`src/rtl/mem_arb_pkg.sv`:
```
// Shared types and constants for the data memory arbiter.
package mem_arb_pkg;

  typedef enum logic [1:0] {
    IDLE   = 2'd0,
    ACCESS = 2'd1,
    RESP   = 2'd2
  } arb_state_e;

  localparam logic PORT_CPU = 1'b0;
  localparam logic PORT_DBG = 1'b1;

endpackage

```
`src/rtl/rr_arbiter2.sv`:
```
// Two-way round-robin winner select; a tie goes to the port that did not win last.
module rr_arbiter2
  import mem_arb_pkg::*;
(
  input  logic valid0,
  input  logic valid1,
  input  logic last_grant,
  output logic grant,
  output logic any_valid
);

  always_comb begin
    any_valid = valid0 | valid1;
    if (valid0 && valid1) begin
      grant = ~last_grant;
    end else if (valid1) begin
      grant = PORT_DBG;
    end else begin
      grant = PORT_CPU;
    end
  end

endmodule

```
`src/rtl/data_mem_arbiter.sv`:
```
// Shares a single-ported data memory between the CPU MEM stage and a debug/loader port.
// One transaction at a time: accept, one-cycle memory access, one-cycle response pulse.
module data_mem_arbiter
  import mem_arb_pkg::*;
#(
  parameter int unsigned ADDR_WIDTH = 32,
  parameter int unsigned DATA_WIDTH = 32,
  parameter int unsigned MEM_WORDS  = 256
) (
  input  logic                  clock_in,
  input  logic                  reset_n,
  input  logic                  reqValid0,
  input  logic                  reqValid1,
  input  logic                  reqWrite0,
  input  logic                  reqWrite1,
  input  logic [ADDR_WIDTH-1:0] reqAddr0,
  input  logic [ADDR_WIDTH-1:0] reqAddr1,
  input  logic [DATA_WIDTH-1:0] reqWData0,
  input  logic [DATA_WIDTH-1:0] reqWData1,
  output logic                  reqReady0,
  output logic                  reqReady1,
  output logic                  rspValid0,
  output logic                  rspValid1,
  output logic [DATA_WIDTH-1:0] rspData0,
  output logic [DATA_WIDTH-1:0] rspData1,
  output logic                  rspErr0,
  output logic                  rspErr1,
  output logic                  memWrite,
  output logic                  memRead,
  output logic [ADDR_WIDTH-1:0] address,
  output logic [DATA_WIDTH-1:0] writeData,
  input  logic [DATA_WIDTH-1:0] readData
);

  arb_state_e            state_q;
  logic                  last_grant_q;
  logic                  cmd_write_q;
  logic                  cmd_in_range_q;
  logic                  cmd_port_q;
  logic [ADDR_WIDTH-1:0] cmd_addr_q;
  logic [DATA_WIDTH-1:0] cmd_wdata_q;
  logic                  mem_read_q;
  logic                  mem_write_q;
  logic [1:0]            rsp_valid_q;
  logic [1:0]            rsp_err_q;
  logic [DATA_WIDTH-1:0] rsp_data0_q;
  logic [DATA_WIDTH-1:0] rsp_data1_q;

  logic                  grant;
  logic                  any_valid;
  logic                  arb_open;
  logic                  accept;
  logic                  sel_write;
  logic                  sel_in_range;
  logic [ADDR_WIDTH-1:0] sel_addr;
  logic [DATA_WIDTH-1:0] sel_wdata;

  rr_arbiter2 u_arb (
    .valid0     (reqValid0),
    .valid1     (reqValid1),
    .last_grant (last_grant_q),
    .grant      (grant),
    .any_valid  (any_valid)
  );

  assign arb_open  = (state_q == IDLE) || (state_q == RESP);
  assign accept    = arb_open && any_valid;
  assign reqReady0 = arb_open && reqValid0 && (grant == PORT_CPU);
  assign reqReady1 = arb_open && reqValid1 && (grant == PORT_DBG);

  always_comb begin
    sel_write = (grant == PORT_DBG) ? reqWrite1 : reqWrite0;
    sel_addr  = (grant == PORT_DBG) ? reqAddr1  : reqAddr0;
    sel_wdata = (grant == PORT_DBG) ? reqWData1 : reqWData0;
    // Range check decided at acceptance so ACCESS strobes come straight from flops.
    sel_in_range = (64'(sel_addr) < 64'(MEM_WORDS));
  end

  always_ff @(posedge clock_in or negedge reset_n) begin
    if (!reset_n) begin
      state_q        <= IDLE;
      last_grant_q   <= PORT_DBG;
      cmd_write_q    <= 1'b0;
      cmd_in_range_q <= 1'b0;
      cmd_port_q     <= PORT_CPU;
      cmd_addr_q     <= '0;
      cmd_wdata_q    <= '0;
      mem_read_q     <= 1'b0;
      mem_write_q    <= 1'b0;
      rsp_valid_q    <= '0;
      rsp_err_q      <= '0;
      rsp_data0_q    <= '0;
      rsp_data1_q    <= '0;
    end else begin
      mem_read_q  <= 1'b0;
      mem_write_q <= 1'b0;
      rsp_valid_q <= '0;
      rsp_err_q   <= '0;
      case (state_q)
        IDLE, RESP: begin
          if (accept) begin
            state_q        <= ACCESS;
            last_grant_q   <= grant;
            cmd_port_q     <= grant;
            cmd_write_q    <= sel_write;
            cmd_in_range_q <= sel_in_range;
            cmd_addr_q     <= sel_addr;
            cmd_wdata_q    <= sel_wdata;
            mem_read_q     <= sel_in_range && !sel_write;
            mem_write_q    <= sel_in_range && sel_write;
          end else begin
            state_q <= IDLE;
          end
        end
        ACCESS: begin
          state_q                 <= RESP;
          rsp_valid_q[cmd_port_q] <= 1'b1;
          rsp_err_q[cmd_port_q]   <= !cmd_in_range_q;
          if (cmd_in_range_q && !cmd_write_q) begin
            if (cmd_port_q == PORT_DBG) begin
              rsp_data1_q <= readData;
            end else begin
              rsp_data0_q <= readData;
            end
          end
        end
        default: state_q <= IDLE;
      endcase
    end
  end

  assign memRead   = mem_read_q;
  assign memWrite  = mem_write_q;
  assign address   = cmd_addr_q;
  assign writeData = cmd_wdata_q;
  assign rspValid0 = rsp_valid_q[0];
  assign rspValid1 = rsp_valid_q[1];
  assign rspErr0   = rsp_err_q[0];
  assign rspErr1   = rsp_err_q[1];
  assign rspData0  = rsp_data0_q;
  assign rspData1  = rsp_data1_q;

endmodule
```
`config.mk`:
```
export PLATFORM = sky130hd
export DESIGN_NAME = data_mem_arbiter
export DESIGN_NICKNAME = d
export VERILOG_FILES = /design/src/rtl/mem_arb_pkg.sv /design/src/rtl/rr_arbiter2.sv /design/src/rtl/data_mem_arbiter.sv
export SDC_FILE = /design/constraint.sdc
export NUM_CORES = 1
export LEC_CHECK = 0
export ABC_AREA = 1
export CAP_MARGIN = 10
export CORE_MARGIN = 3
export CORE_UTILIZATION = 25
export CTS_CLUSTER_DIAMETER = 200
export DETAILED_ROUTE_END_ITERATION = 16
export GPL_TIMING_DRIVEN = 0
export PLACE_DENSITY = 0.53
export SKIP_LAST_GASP = 1
export SLEW_MARGIN = 20
export SYNTH_ARGS = -nofsm -noshare
export SYNTH_HDL_FRONTEND = slang
export SYNTH_HIERARCHICAL = 1
export SYNTH_SLANG_ARGS = --single-unit
```
`constraint.sdc`:
```
create_clock -name clock_in -period 1.5 [get_ports clock_in]
set_input_delay 0.225 -clock clock_in [delete_from_list [all_inputs] [get_ports clock_in]]
set_output_delay 0.225 -clock clock_in [all_outputs]
set_load 0.01 [all_outputs]
```
### Word level (Yosys, flattened, before mapping)

Index checks and enable logic that the tools add are counted.

| word-level totals | value |
|---|---|
| flip-flop bits (word level) | 140 |
| latch bits | 0 |
| RAM bits | 0 |
| ROM bits | 0 |
| output and inout bits | 136 |
| memories kept | 0 |

| operators by class | value |
|---|---|
| add/sub/neg operators | 0 |
| $mul | 0 |
| div/mod/pow operators | 0 |
| $lt $le $gt $ge | 3 |
| equal/unequal tests | 2 |
| shift-type cells | 0 |
| mux-type cells | 15 |
| bitwise logic cells | 5 |
| reduce and logical (&&, ||, !) cells | 19 |

Operators with widths:

| cell | count |
|---|---|
| 32-bit two-way mux | 2 |
| 32-bit by 9-bit less-than comparator with 1-bit output (second input constant) | 1 |
| 1-bit logical AND | 10 |
| 1-bit two-way mux | 9 |
| 3-bit AND reduction | 2 |
| 2-bit two-way mux | 2 |
| 2-bit one-hot mux with 2 select lines | 1 |
| 1-bit logical NOT | 3 |
| 1-bit NOT | 3 |
| 2-bit AND | 1 |
| 2-bit by 1-bit == test with 1-bit output (second input constant) | 1 |
| 2-bit == test (second input constant) | 1 |
| 2-bit logical NOT | 1 |
| 1-bit by 2-bit less-than comparator with 1-bit output (second input constant) | 1 |
| 2-bit AND reduction | 1 |
| 2-bit OR reduction | 1 |
| 1-bit demux with 1-bit select | 1 |
| 1-bit greater-or-equal comparator (second input constant) | 1 |
| 1-bit logical OR | 1 |
| 1-bit bitwise OR | 1 |

### Logic depth before layout (Yosys ltp)

| depth | value |
|---|---|
| word-level depth | 7 |
| gate-level depth with buffers | 13 |
| mapped depth without buffers | 11 |

### Hierarchy

Netlist, hierarchy kept.

Modules (own cells, without submodules):

| module | instances | cells an instance | area each (sq um) | sequential area each (sq um) |
|---|---|---|---|---|
| data_mem_arbiter | 1 | 737 | 6064.6 | 3504.6 |
| rr_arbiter2 | 1 | 3 | 15.0 | 0.0 |

### Worst setup path after synthesis

No wires, ideal clock.

| path | value |
|---|---|
| kind | flip-flop to output port |
| from | reg last_grant_q |
| to | out reqReady1 |
| arrival time | 1.339 ns |
| path slack | -0.064 ns |
| stages on the path, launching flop included | 7 |
| path through | dfstp_2 a21oi_1 buf_6 buf_2 buf_1 nand2_1 nor2_1 |

| on the way | value |
|---|---|
| longest elaborated chain between the ends | 3 |

RTL lines:

| what | RTL line | RTL |
|---|---|---|
| start: declaration | data_mem_arbiter.sv:36 | `logic last_grant_q;` |
| start signal: assignment | data_mem_arbiter.sv:103 | `last_grant_q <= grant;` |
| 1-bit NOT | rr_arbiter2.sv:15 | `grant = ~last_grant;` |
| 1-bit two-way mux | rr_arbiter2.sv:14 | `if (valid0 && valid1) begin` |
| net grant | data_mem_arbiter.sv:49 | `logic grant;` |
| 1-bit logical AND | data_mem_arbiter.sv:69 | `assign reqReady1 = arb_open && reqValid1 && (grant == PORT_DBG);` |
| end: declaration | data_mem_arbiter.sv:21 | `output logic reqReady1,` |

The timed path passes the listed nets, and every way through them passes these cells.

### Final worst setup path

Same ends and word-level chain as after synthesis.

==> results.ini <==
[synthesis]
synth_seq_cells = 140
syn_nets = 906
synth_largest_area_cell = dfrtp_1
avgSynthCellArea_um2 = 8.216
synth_top_family_by_area = simple AND/OR/NAND/NOR gates
synth_area_leaders = dfrtp_1, nand2_1, a21oi_1
syn_inst = 740
yosysSeqAreaShare_pct = 57.65
synth_simple_gate_area_share_pct = 22.64
synthAdderAreaFrac_pct = 0
ys_warn_count = 6
synth-compound-area-share_pct = 11.48
synthMuxAreaShare_pct = 0.3293
synth_area_um2 = 6080
ys_types = 24
synth_xor_area_share_pct = 0
yosysTopAreaCellShare_pct = 57.21

[finish]
antenna_cells = 0
regArea_um2 = 3505
n_fill_cell = 2499
nets = 1243
multi_input_area_um2 = 2192
area_growth_pct = 71.11
drive_above_1_share_pct = 11.28

[clocking]
cts-buffers-inserted = 17
root_buffer = clkbuf_16
clkLatencyLatePin_ns = 0.43
htreeDepth = 4
cts_tree = built
clock-sinks = 140
clk_pin_slew_ns = 0.08
clockBufferDepth = 2

[sta]
timing.fmax_mhz = 538.2
fin_crit_ns = 1.858
slew_violations = 0
max_slew_margin_pct = 53.84
tightest_slew_ns = 0.6925
finalSetupViolCount = 38
setup_tns_ns = -2.581
hold_ws_ns = 0.3420
finalClockSkew_ns = 0.01534
rsz0062_at_grt = yes
post-route-period-util_pct = 123.9
hold_violations = 0
worst_slack_ns = -0.3580

[drt]
route.final.wire_length_um = 23110
drt-vias-per-instance = 4.315
drtPass1Iterations = 6
drt_iter0_markers = 326
drc = 0
postRouteAntennaNets = 0
vias = 6080
wire_per_inst_um = 16.40

[flow_run]
cap_viol_max_count = 0

[place]
io_buffers = 301
gp_congestion = 0.7830
dp.final_hpwl_um = 16920

[global_routing]
grt_use_met3_pct = 6.707
busiest_layer = met2
use_met1_pct = 21.61
grtUsageMet2_pct = 28.72
grt_overflow = 0
grt_max_degree = 90
grt_pass1_wl_um = 36150
grt_pass1_vias = 6312
track_usage_pct = 17.63
antenna_found_initial = 0

[worst_setup_path]
reg2reg_slack_ns = -0.30
crit_path_max_fanout = 5
r2r_cells = 10
cp-end-kind = output pin
worstSetupPathType = reg2out
timing.rr.end = memWrite
critPathRequiredTime_ns = 1.27
crit_arrival_ns = 1.63
start_kind = flip-flop
r2r-start = last_grant_q

[worst_hold_path]
whs_path_depth = 3
min-delay-start = reqAddr1[5]
hp-class = in2reg
min_to = address[5]

[floorplan]
die_y_um = 161.9
dieArea_um2 = 26230
fp-row-count = 56
io-pin-count = 302
initial_utilization_pct = 25.67
die_width_um = 161.9
core-area_um2 = 23680

[power]
p_total_mw = 11.42
power_density_nw_per_um2 = 1097
p_leak_nw = 4.746
irDropWorstVdd_mv = 0.5558

[run_status]
status = finished, violations left
violations = setup timing

[area by class of cell]
type                       count  area share (%)
buffer                        42           3.741
tap                          319           3.837
timing repair buffer         318           29.16
multi-input combinational    488           21.07
inverter                      70           2.598
sequential                   140           33.69
clock buffer                  17           4.089
clock inverter                15           1.816
[worst max-delay path: stages (launching register included)]
cell and delay (ns):
dfstp_2 0.54, a21oi_2 0.06, buf_6 0.14, buf_12 0.13
buf_8 0.12, nand2_4 0.06, nor2_4 0.05, buf_6 0.11
[layout by cell type (no fill, tap or decap), types with 3 or more instances in the layout]
cell	count
a21oi_1	80
a31oi_1	6
buf_12	3
buf_2	10
buf_4	18
buf_6	11
buf_8	9
clkbuf_1	3
clkbuf_16	18
clkbuf_2	3
clkdlybuf4s50_1	163
dfrtp_1	139
dlygate4sd2_1	135
inv_1	66
inv_6	5
inv_8	6
nand2_1	236
nand2_2	8
nand3_1	32
nor2_1	55
nor2_2	8
nor2_4	3
o21ai_0	42
o21ai_1	7
[worst max path at each step]
stage            startpoint    endpoint  slack, ns  depth (start not counted)
2_1_floorplan  last_grant_q    memWrite       0.01                         12
3_5_place_dp      reqValid1   reqReady1      -1.28                          9
5_1_grt        last_grant_q   reqReady0      -0.44                          6
3_3_place_gp        reset_n  address[5]      -6.01                          1
6_report       last_grant_q   reqReady1      -0.36                          7
4_1_cts        last_grant_q    memWrite      -0.36                         13
[cells by family after synthesis]
logic type | Yosys count
compound gates | 138
buf+inv | 112
flops | 140
mux | 2
simple gates | 348
[Yosys cell counts, drive strengths merged]
cell / count
nand3: 33
dfrtp: 139
a21oi: 81
o21ai: 51
mux2i: 2
nand2: 246
clkbuf: 10
inv: 70
or2: 1
dfstp: 1
nor2: 66
nor3: 2
a31oi: 6
buf: 32
[where the power goes]
| group | switching, mW | internal, mW |
|---|---|---|
| combinational | 1.30 | 1.25 |
| sequential | 0.231 | 4.18 |
| clock | 2.02 | 2.42 |
| total | 3.55 | 7.86 |
[registers in the layout, summed over array words and instances (netlist names)]
signal,count
memRead,1
rsp_err_q,2
cmd_in_range_q,1
writeData,32
cmd_write_q,1
address,32
state_q,2
last_grant_q,1
rspData0,32
rspData1,32
rsp_valid_q,2
cmd_port_q,1
memWrite,1
[timing repair]
item                                   4_1_cts  5_1_grt
setup endpoints to repair                  269      114
pin swaps                                   13       14
hold buffers                                 1        0
endpoints found under the hold margin       88        0
resized for setup                          208       43
setup buffers                               11        4
[metal layers]
metal | up-vias | share of wire [%]
li1 | 3013 | -
met1 | 2812 | 42
met2 | 222 | 47
met3 | 33 | 9.0
met4 | 0 | 2.4
met5 | - | 0
[stage by stage]
stage	util (%)	area, um2	cells	worst slack, ns
2_1_floorplan	-	6081	740	0.009970
3_3_place_gp	40.08	9493	1360	-6.012
3_5_place_dp	40.22	9525	1361	-1.283
4_1_cts	43.39	10280	1405	-0.3585
5_1_grt	43.92	10400	1409	-0.4377
6_report	43.92	10400	1409	-0.3580
Note: power is estimated with default switching activity, not from simulation.
